**src/rtl/signed_left_shift_saturating_iterative.sv**
```systemverilog
// Signed saturating left shift, one bit per clock.
// Computes a * 2^s for a signed N-bit operand. Signed overflow is detected
// along the way, and the result then saturates to the representable extreme
// that matches the operand's sign. Valid/ready handshakes on both sides.
module signed_left_shift_saturating_iterative #(
   parameter int N  = 8,
   parameter int SW = $clog2(N)
) (
   input  logic          clk,
   input  logic          rst,
   input  logic          in_valid,
   output logic          in_ready,
   input  logic [N-1:0]  a,
   input  logic [SW-1:0] s,
   output logic          out_valid,
   input  logic          out_ready,
   output logic [N-1:0]  res,
   output logic          ovf
);

   typedef enum logic [1:0] {
      IDLE  = 2'd0,
      SHIFT = 2'd1,
      DONE  = 2'd2
   } state_t;

   localparam logic [N-1:0] MAX_POS = {1'b0, {(N-1){1'b1}}};
   localparam logic [N-1:0] MAX_NEG = {1'b1, {(N-1){1'b0}}};

   state_t        state;
   state_t        state_nxt;
   logic [N-1:0]  acc;
   logic [SW-1:0] cnt;
   logic          sign;
   logic          ovf_r;

   // State register.
   // NOTE: sequential state is assigned with <= so that every flop samples
   // pre-edge values; a blocking = here would create simulation order races.
   always_ff @(posedge clk) begin
      if (rst) state <= IDLE;
      else     state <= state_nxt;
   end

   // Next-state logic.
   // NOTE: state_nxt gets a default before the case so no path leaves it
   // unassigned, which would otherwise infer a latch.
   always_comb begin
      state_nxt = state;
      case (state)
         IDLE:    if (in_valid)   state_nxt = SHIFT;
         SHIFT:   if (cnt == '0)  state_nxt = DONE;
         DONE:    if (out_ready)  state_nxt = IDLE;
         default:                 state_nxt = IDLE;
      endcase
   end

   // Handshake outputs are pure decodes of the state.
   always_comb begin
      in_ready  = (state == IDLE);
      out_valid = (state == DONE);
   end

   // Datapath: operand capture, one shift per SHIFT cycle, result load.
   // NOTE: the datapath registers are reset as well, because res and ovf
   // must read as zero after reset and must not be left unknown.
   always_ff @(posedge clk) begin
      if (rst) begin
         acc   <= '0;
         cnt   <= '0;
         sign  <= 1'b0;
         ovf_r <= 1'b0;
         res   <= '0;
         ovf   <= 1'b0;
      end else begin
         case (state)
            IDLE: begin
               if (in_valid) begin
                  acc   <= a;
                  cnt   <= s;
                  sign  <= a[N-1];
                  ovf_r <= 1'b0;
               end
            end
            SHIFT: begin
               if (cnt == '0) begin
                  res <= ovf_r ? (sign ? MAX_NEG : MAX_POS) : acc;
                  ovf <= ovf_r;
               end else begin
                  // Losing a bit that differs from the new sign bit means
                  // the true product no longer fits; remember it. The
                  // remaining steps still run so latency depends only on s.
                  if (acc[N-1] != acc[N-2]) ovf_r <= 1'b1;
                  acc <= {acc[N-2:0], 1'b0};
                  cnt <= cnt - 1'b1;
               end
            end
            default: ;
         endcase
      end
   end

endmodule

```
**config.mk**
```make
export PLATFORM = sky130hd
export DESIGN_NAME = signed_left_shift_saturating_iterative
export DESIGN_NICKNAME = d
export VERILOG_FILES = /design/src/rtl/signed_left_shift_saturating_iterative.sv
export SDC_FILE = /design/constraint.sdc
export NUM_CORES = 1
export LEC_CHECK = 0
export ABC_AREA = 1
export CORE_MARGIN = 1.5
export CORE_UTILIZATION = 30
export CTS_BUF_LIST = sky130_fd_sc_hd__clkbuf_16
export CTS_CLUSTER_SIZE = 10
export DETAILED_ROUTE_END_ITERATION = 10
export DONT_BUFFER_PORTS = 1
export PLACE_DENSITY = 0.54
export SKIP_CTS_REPAIR_TIMING = 1
export SLEW_MARGIN = 40
export SYNTH_ARGS = -nofsm -noshare
export SYNTH_HDL_FRONTEND = slang
export SYNTH_SLANG_ARGS = --single-unit
```
**constraint.sdc**
```tcl
create_clock -name clk -period 4.6 [get_ports clk]
set_clock_uncertainty 0.2 [all_clocks]
set_input_delay 0.69 -clock clk [delete_from_list [all_inputs] [get_ports clk]]
set_output_delay 0.69 -clock clk [all_outputs]
set_load 0.02 [all_outputs]
```
---- After elaboration in Yosys (flattened, before gate mapping) ----
Index checks and enable logic that the tools add are counted.
cells by class
  magnitude comparators ................... 0
  shifts and indexed selects .............. 0
  reduce and logical (&&, ||, !) cells .... 8
  multipliers ............................. 0
  add/subtract/negate cells ............... 1
  div/mod/pow operators ................... 0
  eq/ne operators ......................... 8
  bitwise gates (word level) .............. 0
  mux-type cells .......................... 16
operators with widths
  kind                 number
  $mux 8               4
  $pmux 8 s2           1
  $ne 2x2->1 const B   4
  $mux 2               3
  $mux 3               2
  $pmux 2 s3           1
  $pmux 3 s2           1
  $reduce_and 3->1     2
  $reduce_and 2->1     2
  $reduce_and 4->1     1
  $logic_not 3->1      1
  $mux 1               3
  $sub 3x1->3 const B  1
  $eq 2x1->1 const B   1
  $eq 2x2->1 const B   1
  $logic_not 2->1      1
  $ne 2x1->1 const B   1
  $pmux 1 s2           1
  $reduce_bool 2->1    1
  $ne 1x1->1           1
word-level totals
  bits of input ports ..................... 15
  memories ................................ 0
  logic and storage cells ................. 40
  memory bits (writable) .................. 0
  bits in latches ......................... 0
  flip-flop bits (word level) ............. 24
  bits in read-only memories .............. 0
  output and inout bits ................... 11

---- Longest topological paths before layout ----
Gate-level depths: netlist of the first run.
  depth in word-level cells ............... 4
  mapped depth ............................ 8
  gate-level depth less buffers ........... 8

---- Worst setup path before layout of the first run ----
OpenSTA, ideal clock, no wires.
  kind .................................... flip-flop to output port
  start ................................... reg state[1]
  end ..................................... out out_valid
  data arrival time ....................... 0.719 ns
  slack ................................... 2.991 ns
  required time ........................... 3.710 ns
  path buffers ............................ 0
  cell stages (with the launch flop) ...... 3
  cell sequence ........................... dfxtp_1 inv_2 nor2_1
on the way
  longest elaborated chain between the ends .. 1
ends and longest elaborated chain
  element                 RTL line  source
  from (decl)             30        state_t state;
  from (signal assigned)  42        else state <= state_nxt;
  $eq 2x2->1              61        out_valid = (state == DONE);
  to (decl)               15        output logic out_valid,
Every way passes these cells.

---- Worst setup path in the final report of the first run ----
Same ends and word-level chain as after synthesis.

==> reports/metrics.yaml, run 1 <==
grt_pass1_wl_um: 4400
fin_tns_setup_ps: 0
initial_utilization: 0.309
post-route-drc-count: 0
rr_worst_depth: 8
hold_viol: 0
grt-ovfl-total: 0
htree_levels: 1
holdWs_ps: 253
final_util: 0.339
clock_sinks: 24
synth.most_common_cell: "nand2_1"
ys_async_sr_fraction: 0
grt_pass1_vias: 919
synth_top_area_cell: "dfxtp_1"
met3_usage: 0.0524
power.density_nw_per_um2: 480
dp_hpwl_um: 2030
synthTopCellsByCount: "48 x nand2_1, 29 x nor2_1, 24 x dfxtp_1"
dieArea_sq_um: 4480
tritoncts: "done"
die_y_um: 67.0
rows: 23
status: "complete, no violations"
clkSlewWorstSetupHoldPaths_ps: 60
crit_arrival_ps: 1050
clk_path_buf_depth: 2
grt_use_met1: 0.157
p_leak_nw: 0.607
synth-edff-count: 0
netlist_area_sq_um: 1230
timing.critical_path.to: "out_valid"
nNetsFinal: 196
yosysSeqAreaShare: 0.391
cp-end-kind: "output pin"
synth_area_leaders: "dfxtp_1 39%, nand2_1 15%, nor2_1 8.9%"
maxCapViolations: 0
seqCellArea_sq_um: 480
ant_nets: 0
ys_types: 16
antenna_cells: 0
ys.flop_type: "dfxtp_1"
path_max_fanout: 4
antenna_found_initial: 0
cp-start-kind: "flop"
cts_made_buffers: 3
reg2reg_slack_ps: 2910
syn_inst: 181
yosys.area.top_type_share: 0.391
crit_path_start: "state[1]"
grt_use_met2: 0.214
setup_viol: 0
peakVddDrop_v: 0.000201
io_pins: 26
fin_crit_ps: 1940
required_ps: 3710
grt_setup_unrepaired: "false"
r2r-start: "cnt[0]"
nFillCells: 436
via_per_inst: 4.43
place_area_sq_um: 1240
yosysWarnings: 0
worst_slew_margin_rel: 0.678
grt_max_degree: 21
ys_ff_latch: 24
vias: 1009
layout-drive-gt1-share: 0.0843
cts_root_buf: "clkbuf_16"
r2r_end: "cnt[0]"
portBuffers: 0
drt_iter0_drc: 33
period_share: 0.421
place.gp.congestion: 0.707
syn2layout_area_growth_pct: 9.68
die_w_um: 67.0
syn_nets: 198
multi_input_area_sq_um: 623
busiest_layer: "met2"
hold_path_class: "flop to flop"
tightest_slew_ps: 482
final_area_sq_um: 1350
max_freq_mhz: 516
drv_slew: 0
grt_use_total: 0.132
stdcell_count: 228
worstSetupPathType: "flop to output pin"
first_pass_iters: 4
worstSkewPairLatency_ps: 260
dpl.cell_count: 224
routed_wl_um: 2840
core_area_sq_um: 3970
wire_per_inst_um: 12.5
syn_area_per_cell_sq_um: 6.78
-- layout make-up --
type,count,share of cell area
clock buffer,3,0.0558
clock inverter,1,0.0223
inverter,20,0.0558
multi-input combinational,130,0.463
sequential,24,0.357
tap,50,0.0465
-- flip-flops by register name, indices dropped and copies added, names as in the netlist --
name   count
ovf_r      1
res        8
acc        8
cnt        3
ovf        1
state      2
sign       1
-- report_power, final --
| group | internal [W] | switching [W] |
|---|---|---|
| clock network | 0.000173 | 0.0000782 |
| logic | 0.0000467 | 0.0000980 |
| registers | 0.000231 | 0.0000193 |
| total | 0.000451 | 0.000196 |
-- worst min-delay path by stage --
stage,startpoint,endpoint,slack (ps),cells past startpoint
floorplan,sign,sign,230,2
global placement,sign,sign,250,2
detailed placement,sign,sign,250,2
CTS,sign,sign,260,2
global route,sign,sign,280,2
finish,sign,sign,250,2
-- stage by stage --
stage	worst slack, ps	power (W)
floorplan	2990	0.000382
global placement	2870	0.000401
detailed placement	2840	0.000401
CTS	2650	0.000657
global route	2590	0.000689
finish	2660	0.000647
-- layer usage --
metal,share of wire,vias to the layer above,wire length [um]
li1,-,557,-
met1,0.45,426,1280
met2,0.46,21,1310
met3,0.071,5,203
met4,0.015,0,42
met5,0,-,0
-- cells in the final DEF (no fill, tap or decap), drive strengths merged --
cell type,count
nand3,12
o21ai,20
nand2,51
inv,20
ha,2
a21oi,11
clkbuf,3
nor2,34
dfxtp,24
bufinv,1
-- kinds of logic after synthesis --
| logic type | count (synthesis) | share of synthesized area |
|---|---|---|
| adder cells (fa/ha/maj) | 2 | 0.0204 |
| AND/OR/NAND/NOR | 97 | 0.359 |
| buffers and inverters | 27 | 0.103 |
| AO/OA/AOI/OAI | 31 | 0.126 |
| flip-flops | 24 | 0.391 |
-- worst max-delay path, cell delays in order, from the launching register on --
cell and delay, ps:
dfxtp_1 380, inv_2 70, nor2_1 340
Power figures use the tool's default switching activity.
==> inputs of run 2 (changes only) <==
- clock period: 4.6 -> 2 ns (I/O delays scaled with it)
==> reports/metrics.yaml, run 2 (synthesized netlist as in run 1, its figures left out) <==
status: "complete, but fails checks"
violations: "hold timing"
antenna_cells: 0  # unchanged
path_max_fanout: 11  # +7
dieArea_sq_um: 4480  # unchanged
hold_viol: 1  # +1
power.density_nw_per_um2: 1010  # +110%
cp-start-kind: "flop"
required_ps: 1960  # -1750 ps
min_path_cells: 2  # unchanged
place.gp.congestion: 0.735  # +3.9%
setup_viol: 0  # unchanged
layout_common_cells: "48 x nand2_1, 29 x nor2_1, 24 x dfxtp_1"
timing.critical_path.mode_cell: "nand2_1"
stdcell_count: 232  # +1.8%
ant_nets: 0  # unchanged
mostFrequentLayoutCell: "nand2_1"
max_freq_mhz: 597
tritoncts: "done"
via_per_inst: 4.55  # +2.9%
grt_max_degree: 15  # -29%
tightest_slew_ps: 470  # -11.7 ps
worstSkewPairLatency_ps: 260  # about the same
initial_utilization: 0.309  # unchanged
grt_pass1_wl_um: 4600  # +4.6%
post-route-drc-count: 0  # unchanged
p_leak_nw: 0.611  # +0.78%
peakVddDrop_v: 0.000541  # +170%
dp_hpwl_um: 1980  # -2.9%
grt_use_total: 0.138  # +0.00593
crit_arrival_ps: 1630  # +580 ps
routed_wl_um: 2770  # -2.4%
cp-end-kind: "flop"
nNetsFinal: 200  # +2.0%
cp_slowest_cell: "dfxtp_1"
grt-ovfl-total: 0  # unchanged
reg_top3: "acc x8, res x8, cnt x3"
io_pins: 26  # unchanged
holdWs_ps: -7.82  # -261 ps
crit_family: "simple AND/OR/NAND/NOR gates"
first_pass_iters: 4  # unchanged
core_area_sq_um: 3970  # unchanged
cts_made_buffers: 3  # unchanged
grt_pass1_vias: 952  # +3.6%
grt_setup_unrepaired: "false"
drv_slew: 0  # unchanged
die_y_um: 67.0  # unchanged
worstSetupPathDepth: 8  # +6
hold_path_class: "input port to flop"
dpl.cell_count: 227  # +1.3%
htree_levels: 1  # unchanged
max_stage_delay_ps: 360  # -20 ps
wire_per_inst_um: 12.0  # -4.0%
clock_sinks: 24  # unchanged
crit_buf_inv: 1  # unchanged
rr_worst_depth: 8  # unchanged
worstSetupPathType: "flop to flop"
cts_root_buf: "clkbuf_16"
syn2layout_area_growth_pct: 9.99
vias: 1056  # +4.7%
worst_slew_margin_rel: 0.685  # +0.00795
antenna_found_initial: 0  # unchanged
fin_crit_ps: 1680
clkSlewWorstSetupHoldPaths_ps: 70  # about the same
period_share: 0.838
maxCapViolations: 0  # unchanged
drt_iter0_drc: 74  # +120%
rows: 23  # unchanged
die_w_um: 67.0  # unchanged
portBuffers: 0  # unchanged
layout-drive-gt1-share: 0.0879  # +0.00364
fin_tns_setup_ps: 0  # unchanged
clk_path_buf_depth: 2  # unchanged
path_cells: "inv_1, ha_1, nand2_2, nand2_1, nand2_1, nand2_1, nand2_1, nor2_1"
[run 2: changes by cell type in the layout (fill, tap and decap cells not counted), sizes merged]
cell | before | now
buf | 0 | 3
bufinv | 1 | 0
dlygate4sd3 | 0 | 1
clkinv | 0 | 1
[run 2: path summary, 6_finish.rpt]
path / slack (ps) / end / startpoint
setup reg to reg: 320 / cnt[0] / cnt[0]
hold reg to reg: 260 / sign / sign
setup / recovery: 320 / cnt[0] / cnt[0]
hold / removal: -8 / acc[0] / a[0]
[run 2: final cells by class]
cell class	instances	area, sq um
timing repair buffer	4	32.5
fill	435	2620
multi-input combinational	130	621
sequential	24	480
clock inverter	1	3.75
tap	50	62.6
clock buffer	3	75.1
inverter	20	75.1
[run 2: metal layers]
layer	routed length, um	up-vias	GRT usage
li1	-	567	-
met2	1270	32	0.229
met3	261	2	0.0591
met1	1230	455	0.167
met5	0	-	0
met4	15	0	0.0230
[run 2: worst register-to-register path: cells and delay by family, from the launching register on]
family / cells / cell delay, ps
AND/OR/NAND/NOR: 6 / 710
flip-flops: 1 / 360
adder cells (fa/ha/maj): 1 / 220
buffers and inverters: 1 / 80
[run 2: power by group]
group | total, W | switching [W] | internal [W]
logic | 0.000347 | 0.000228 | 0.000118
clock network | 0.000444 | 0.000176 | 0.000268
registers | 0.000575 | 0.0000431 | 0.000532
total | 0.00137 | 0.000448 | 0.000918
[run 2: metrics by stage]
| step | setup slack, ps | total power [W] | hold WS, ps | cell area, sq um | utilization |
|---|---|---|---|---|---|
| floorplan | 508 | 0.000878 | 169 | 1230 | - |
| global placement | 308 | 0.000931 | 172 | 1260 | 0.318 |
| detailed placement | 324 | 0.000929 | 172 | 1260 | 0.318 |
| CTS | 314 | 0.00138 | -104 | 1340 | 0.337 |
| global route | 178 | 0.00146 | 12.7 | 1350 | 0.340 |
| finish | 325 | 0.00137 | -7.82 | 1350 | 0.340 |
